**config.mk**
```make
export PLATFORM = sky130hd
export DESIGN_NAME = sprite_rom_reader
export DESIGN_NICKNAME = d
export VERILOG_FILES = /design/src/rtl/sprite_pkg.sv /design/src/rtl/sprite_rom_bank.sv /design/src/rtl/sprite_rom_reader.sv
export SDC_FILE = /design/constraint.sdc
export NUM_CORES = 1
export LEC_CHECK = 0
export BUFFER_PORTS_ARGS = -buffer_cell sky130_fd_sc_hd__buf_2
export CAP_MARGIN = 20
export CORE_MARGIN = 8
export CORE_UTILIZATION = 52
export CTS_BUF_LIST = sky130_fd_sc_hd__clkbuf_4
export DETAILED_ROUTE_END_ITERATION = 12
export GPL_TIMING_DRIVEN = 0
export PLACE_DENSITY = 0.82
export SLEW_MARGIN = 20
export SYNTH_ARGS = -nofsm -noshare
export SYNTH_HDL_FRONTEND = slang
export SYNTH_HIERARCHICAL = 1
export SYNTH_SLANG_ARGS = --single-unit
```
**constraint.sdc**
```tcl
create_clock -name clka -period 1.3 [get_ports clka]
set_input_delay 0.065 -clock clka [delete_from_list [all_inputs] [get_ports clka]]
set_output_delay 0.065 -clock clka [all_outputs]
set_load 0.01 [all_outputs]
```
**src/rtl/sprite_pkg.sv**
```systemverilog
// Shared types and helpers for the sprite ROM read path.
// Holds the RGB565 word, the return-tag layout and the behavioural ROM image.
package sprite_pkg;

    localparam int MAX_CH = 8;

    typedef logic [15:0] rgb565_t;

    localparam rgb565_t KEY_COLOR_DEF = 16'h0000;

    function automatic int clog2(input int n);
        int r;
        r = 0;
        while ((1 << r) < n) r++;
        return r;
    endfunction

    typedef struct packed {
        logic                      vld;
        logic [$clog2(MAX_CH)-1:0] ch;
        logic                      oob;
    } tag_t;

    // Built-in image used by the behavioural ROM when no image file is named;
    // every 37th word (offset 3) carries the transparent key.
    function automatic rgb565_t sim_rom_word(input logic [15:0] a);
        if (a % 16'd37 == 16'd3) return '0;
        return rgb565_t'((a * 16'd2654 + 16'd4097) ^ (a >> 3));
    endfunction

endpackage

```
**src/rtl/sprite_rom_bank.sv**
```systemverilog
// Single-port image ROM: EG_LOGIC_BRAM when USE_EG_BRAM is defined, otherwise a behavioural model.
// Latency 1 cycle (NOREG) or 2 cycles (OUTREG); always enabled, no backpressure.
module sprite_rom_bank
    import sprite_pkg::*;
#(
    parameter int    DATA_WIDTH = 16,
    parameter int    ADDR_WIDTH = 10,
    parameter int    DEPTH      = 990,
    parameter string REGMODE    = "NOREG",
    parameter string INIT_FILE  = "../mif/triangle.mif"
) (
    input  logic                  clka,
    input  logic [ADDR_WIDTH-1:0] addra,
    output logic [DATA_WIDTH-1:0] douta
);

`ifdef USE_EG_BRAM
    EG_LOGIC_BRAM #(
        .DATA_WIDTH_A (DATA_WIDTH),
        .ADDR_WIDTH_A (ADDR_WIDTH),
        .DATA_DEPTH_A (DEPTH),
        .DATA_WIDTH_B (DATA_WIDTH),
        .ADDR_WIDTH_B (ADDR_WIDTH),
        .DATA_DEPTH_B (DEPTH),
        .MODE         ("SP"),
        .REGMODE_A    (REGMODE),
        .RESETMODE    ("SYNC"),
        .IMPLEMENT    ("9K(FAST)"),
        .INIT_FILE    (INIT_FILE),
        .FILL_ALL     ("NONE")
    ) u_bram (
        .dia   ({DATA_WIDTH{1'b0}}),
        .dib   ({DATA_WIDTH{1'b0}}),
        .addra (addra),
        .addrb ({ADDR_WIDTH{1'b0}}),
        .cea   (1'b1),
        .ceb   (1'b0),
        .ocea  (1'b1),
        .oceb  (1'b0),
        .clka  (clka),
        .clkb  (1'b0),
        .wea   (1'b0),
        .web   (1'b0),
        .bea   (1'b0),
        .beb   (1'b0),
        .rsta  (1'b0),
        .rstb  (1'b0),
        .doa   (douta),
        .dob   ()
    );
`else
    // A named image cannot be loaded here, so it reads as all-zero; an empty name selects the built-in image.
    localparam bit                USE_PATTERN = (INIT_FILE == "");
    localparam logic [ADDR_WIDTH:0] DEPTH_W   = (ADDR_WIDTH + 1)'(DEPTH);

    logic                  in_range;
    logic [DATA_WIDTH-1:0] rd_q;

    assign in_range = ({1'b0, addra} < DEPTH_W);

    always_ff @(posedge clka) begin
        rd_q <= (USE_PATTERN && in_range) ? DATA_WIDTH'(sim_rom_word(16'(addra))) : '0;
    end

    if (REGMODE == "OUTREG") begin : g_outreg
        logic [DATA_WIDTH-1:0] out_q;
        always_ff @(posedge clka) begin
            out_q <= rd_q;
        end
        assign douta = out_q;
    end else begin : g_noreg
        assign douta = rd_q;
    end
`endif

endmodule

```
**src/rtl/sprite_rom_reader.sv**
```systemverilog
// Round-robin multi-channel read port onto one image ROM with range check and transparency flag.
// Latency 2+OUT_REG cycles gnt->rvalid, 1 read/cycle; no backpressure, requesters hold req until gnt.
module sprite_rom_reader
    import sprite_pkg::*;
#(
    parameter int                    DATA_WIDTH = 16,
    parameter int                    ADDR_WIDTH = 10,
    parameter int                    DEPTH      = 990,
    parameter int                    NUM_CH     = 2,
    parameter int                    OUT_REG    = 0,
    parameter string                 INIT_FILE  = "../mif/triangle.mif",
    parameter logic [DATA_WIDTH-1:0] KEY_COLOR  = KEY_COLOR_DEF
) (
    input  logic                         clka,
    input  logic                         rsta_n,
    input  logic [NUM_CH-1:0]            req,
    input  logic [NUM_CH*ADDR_WIDTH-1:0] addr,
    output logic [NUM_CH-1:0]            gnt,
    output logic [NUM_CH-1:0]            rvalid,
    output logic [DATA_WIDTH-1:0]        rdata,
    output logic                         rtransp,
    output logic                         err_oob
);

    localparam int LAT  = 2 + OUT_REG;
    localparam int CH_W = (NUM_CH > 1) ? clog2(NUM_CH) : 1;
    localparam int TCW  = $clog2(MAX_CH);
    localparam logic [ADDR_WIDTH:0] DEPTH_W = (ADDR_WIDTH + 1)'(DEPTH);

    logic [1:0]            rst_sync_q;
    logic                  run;
    logic [CH_W-1:0]       rr_q;
    logic                  gnt_any;
    logic [CH_W-1:0]       gnt_idx;
    int                    cand;
    logic [ADDR_WIDTH-1:0] sel_addr;
    logic                  sel_oob;
    logic [ADDR_WIDTH-1:0] bram_addr;
    logic [DATA_WIDTH-1:0] bram_dout;
    tag_t                  tag_d;
    tag_t                  tag_q [LAT];
    tag_t                  tag_ld;
    tag_t                  tag_out;
    logic [DATA_WIDTH-1:0] rdata_q;
    logic                  rtransp_q;

    // Release is taken through two flops so grants start on a clean edge.
    always_ff @(posedge clka or negedge rsta_n) begin
        if (!rsta_n) rst_sync_q <= '0;
        else         rst_sync_q <= {rst_sync_q[0], 1'b1};
    end
    assign run = rst_sync_q[1];

    always_comb begin
        gnt_any = 1'b0;
        gnt_idx = '0;
        cand    = 0;
        gnt     = '0;
        for (int i = 0; i < NUM_CH; i++) begin
            cand = int'(rr_q) + i;
            if (cand >= NUM_CH) cand = cand - NUM_CH;
            if (!gnt_any && run && req[CH_W'(cand)]) begin
                gnt_any = 1'b1;
                gnt_idx = CH_W'(cand);
            end
        end
        if (gnt_any) gnt[gnt_idx] = 1'b1;
    end

    always_comb begin
        sel_addr = '0;
        for (int i = 0; i < NUM_CH; i++) begin
            if (gnt_idx == CH_W'(i)) sel_addr = addr[i*ADDR_WIDTH +: ADDR_WIDTH];
        end
    end

    assign sel_oob   = ({1'b0, sel_addr} >= DEPTH_W);
    assign bram_addr = (gnt_any && !sel_oob) ? sel_addr : '0;

    always_ff @(posedge clka or negedge rsta_n) begin
        if (!rsta_n) begin
            rr_q <= '0;
        end else if (gnt_any) begin
            rr_q <= (gnt_idx == CH_W'(NUM_CH - 1)) ? '0 : gnt_idx + 1'b1;
        end
    end

    sprite_rom_bank #(
        .DATA_WIDTH (DATA_WIDTH),
        .ADDR_WIDTH (ADDR_WIDTH),
        .DEPTH      (DEPTH),
        .REGMODE    ((OUT_REG != 0) ? "OUTREG" : "NOREG"),
        .INIT_FILE  (INIT_FILE)
    ) u_bank (
        .clka  (clka),
        .addra (bram_addr),
        .douta (bram_dout)
    );

    assign tag_d = '{vld: gnt_any, ch: TCW'(gnt_idx), oob: gnt_any & sel_oob};

    always_ff @(posedge clka or negedge rsta_n) begin
        if (!rsta_n) begin
            for (int i = 0; i < LAT; i++) tag_q[i] <= '0;
        end else begin
            tag_q[0] <= tag_d;
            for (int i = 1; i < LAT; i++) tag_q[i] <= tag_q[i-1];
        end
    end

    // tag_ld lines up with ROM data; tag_out is the cycle the word is presented.
    assign tag_ld  = tag_q[LAT-2];
    assign tag_out = tag_q[LAT-1];

    always_ff @(posedge clka or negedge rsta_n) begin
        if (!rsta_n) begin
            rdata_q   <= '0;
            rtransp_q <= 1'b0;
        end else if (tag_ld.vld) begin
            rdata_q   <= tag_ld.oob ? '0 : bram_dout;
            rtransp_q <= !tag_ld.oob && (bram_dout == KEY_COLOR);
        end else begin
            rtransp_q <= 1'b0;
        end
    end

    always_comb begin
        rvalid = '0;
        for (int i = 0; i < NUM_CH; i++) begin
            rvalid[i] = tag_out.vld && (tag_out.ch == TCW'(i));
        end
    end

    assign rdata   = rdata_q;
    assign rtransp = rtransp_q;
    assign err_oob = tag_out.vld & tag_out.oob;

endmodule

```
==> impl_metrics.py <==
metrics = {
    "final_layout": {
        "final_cell_area_mm2": 0.00156,
        "finalCoreUtilization": 0.704,
        "antenna_cells": 0,
        "layout-drive-gt1-share": 0.350,
        "final_nets": 209,
        "area_growth_syn_to_layout_pct": 28.4,
    },
    "grt": {
        "track_usage": 0.126,
        "grt_max_degree": 27,
        "grt_overflow": 0,
        "grt_pass1_wl_um": 4240,
        "antenna_found_initial": 0,
        "grt_pass1_vias": 1028,
    },
    "power": {
        "p_per_area_mw_per_mm2": 1040,
        "p_leak_nw": 0.868,
        "p_total_mw": 1.62,
        "irDropWorstVdd_mv": 0.810,
    },
    "clock_network": {
        "cts_tree": "yes",
        "cts_made_buffers": 3,
        "clkTransAtPathRegs_ns": 0.11,
        "cts-htree-levels": 1,
        "cts_root_buf": "clkbuf_4",
        "cts_sinks": 26,
        "clock_latency_ns": 0.30,
        "max-clock-path-buffers": 2,
    },
    "synthesis": {
        "synth_area_mm2": 0.00121,
        "synth_cells": 121,
        "avgSynthCellArea_um2": 10.0,
        "yosys_warnings": 6,
    },
    "route": {
        "wirelength_um": 2460,
        "ant_nets": 0,
        "drtIter0Drc": 19,
        "drcViolationCount": 0,
        "via_per_inst": 4.52,
        "firstDrtPassIters": 4,
        "wl_per_cell_um": 11.7,
        "vias": 954,
    },
    "worst_setup_path": {
        "cp_cell_sequence": "buf_2 -> nand3_1 -> inv_1 -> buf_2",
        "crit_path_frequent_cell": "buf_2",
        "critical_path_required_ns": 1.24,
        "reg2reg_depth": 2,
        "rrSetupSlack_ns": 0.22,
        "slowest_stage": "dfrtp_1",
        "worstReg2RegStart": "tag_ld[4]",
        "r2r-end": "rdata[4]",
        "crit_type": "flip-flop to output pin",
        "cp_max_fo": 3,
        "cp-start-kind": "flip-flop",
        "worstPathArrival_ns": 1.11,
        "worst_path_largest_cell_delay_ns": 0.37,
        "end_kind": "output pin",
    },
    "timing": {
        "rsz0062_at_grt": "no",
        "min_period_ns": 1.18,
        "post-route-period-util": 0.907,
        "relSlewSlack": 0.639,
        "fmax_ghz": 0.848,
        "hold_ws_ns": 0.145,
        "fin_worst_skew_ns": 0.00689,
        "setup_viol": 0,
        "finalHoldViolCount": 0,
        "slew_violations": 0,
        "worst_pin_slew_ns": 0.541,
        "fin_setup_tns_ns": 0,
    },
    "hold_path": {
        "hp-start": "addr[8]",
        "min_to": "tag_ld[0]",
        "hp-class": "primary input to flip-flop",
        "hold_depth": 4,
    },
    "place": {
        "place_area_mm2": 0.00151,
        "post-dp-hpwl_um": 1930,
        "port_buffers": 42,
        "place_congestion": 0.736,
    },
    "status": {
        "status": "complete, no violations",
    },
    "floorplanning": {
        "dieArea_mm2": 0.00413,
        "rows": 17,
        "die_h_um": 64.3,
        "die_w_um": 64.3,
        "core_area_mm2": 0.00221,
        "initial_core_util": 0.548,
        "ios": 46,
    },
    "job": {
        "cap_viol_max_count": 0,
    },
}
## through the flow
step                      setup slack (ns)  std cells
final                                0.121        211
after global placement               0.253        206
after global routing                0.0173        211
after floorplan                      0.374        136
after CTS                            0.109        211
after detailed placement             0.219        206
## cell type report
type / instances / area [µm²]
Multi-Input combinational cell: 70 / 407
Fill cell: 177 / 656
Clock buffer: 3 / 22.5
Sequential cell: 26 / 651
Tap cell: 28 / 35.0
Inverter: 19 / 71.3
Buffer: 21 / 140
Timing Repair Buffer: 44 / 230
## metal layers
metal | vias up | GRT usage | share of wire
met4 | 0 | 0.0736 | 0.023
met1 | 441 | 0.128 | 0.40
met3 | 6 | 0.0331 | 0.048
met5 | - | 0 | 0
li1 | 486 | - | -
met2 | 21 | 0.227 | 0.53
## repair_timing
item | in CTS | in global routing
setup buffers | 0 | 0
gates resized for setup | 0 | 0
hold endpoints to repair | 27 | 0
hold buffers | 2 | 0
## flip-flops by register name, summed over array words and instances (netlist names)
register    cells
tag_ld          3
rr_q            1
tag_out         3
rst_sync_q      2
rdata          16
rtransp         1
## report_power, final
group          internal, mW  switching, mW
clock                 0.108          0.201
sequential            0.904         0.0413
combinational         0.173          0.191
## critical path, delay by kind of cell (launching register included)
family,cells,cell delay (ns)
buf+inv,3,0.31
simple gates,1,0.13
flops,1,0.37
## how the worst max path moves through the flow
stage | end | slack (ns) | startpoint
final | gnt[1] | 0.12 | rr_q
after global routing | gnt[1] | 0.02 | rr_q
after CTS | gnt[1] | 0.11 | rr_q
after detailed placement | rdata[4] | 0.22 | tag_ld[4]
after global placement | rtransp | 0.25 | tag_ld[0]
after floorplan | rtransp | 0.37 | tag_ld[0]
## cell usage in the layout (no fill, tap or decap)
cell type	n
and2_1	2
inv_1	18
nand3_1	3
nor2_1	3
nor4b_1	1
nor2b_1	1
nand4_1	1
a41o_1	2
dlygate4sd3_1	2
nor4_1	2
dfrtp_1	26
buf_2	43
a21oi_1	1
and4_1	2
or4_1	1
inv_2	1
clkbuf_4	3
nand3b_1	16
clkbuf_1	3
o21ai_0	16
xnor2_1	1
buf_1	1
conb_1	17
nand2_4	1
buf_4	16
No activity file was read; power rests on OpenSTA's default activity.
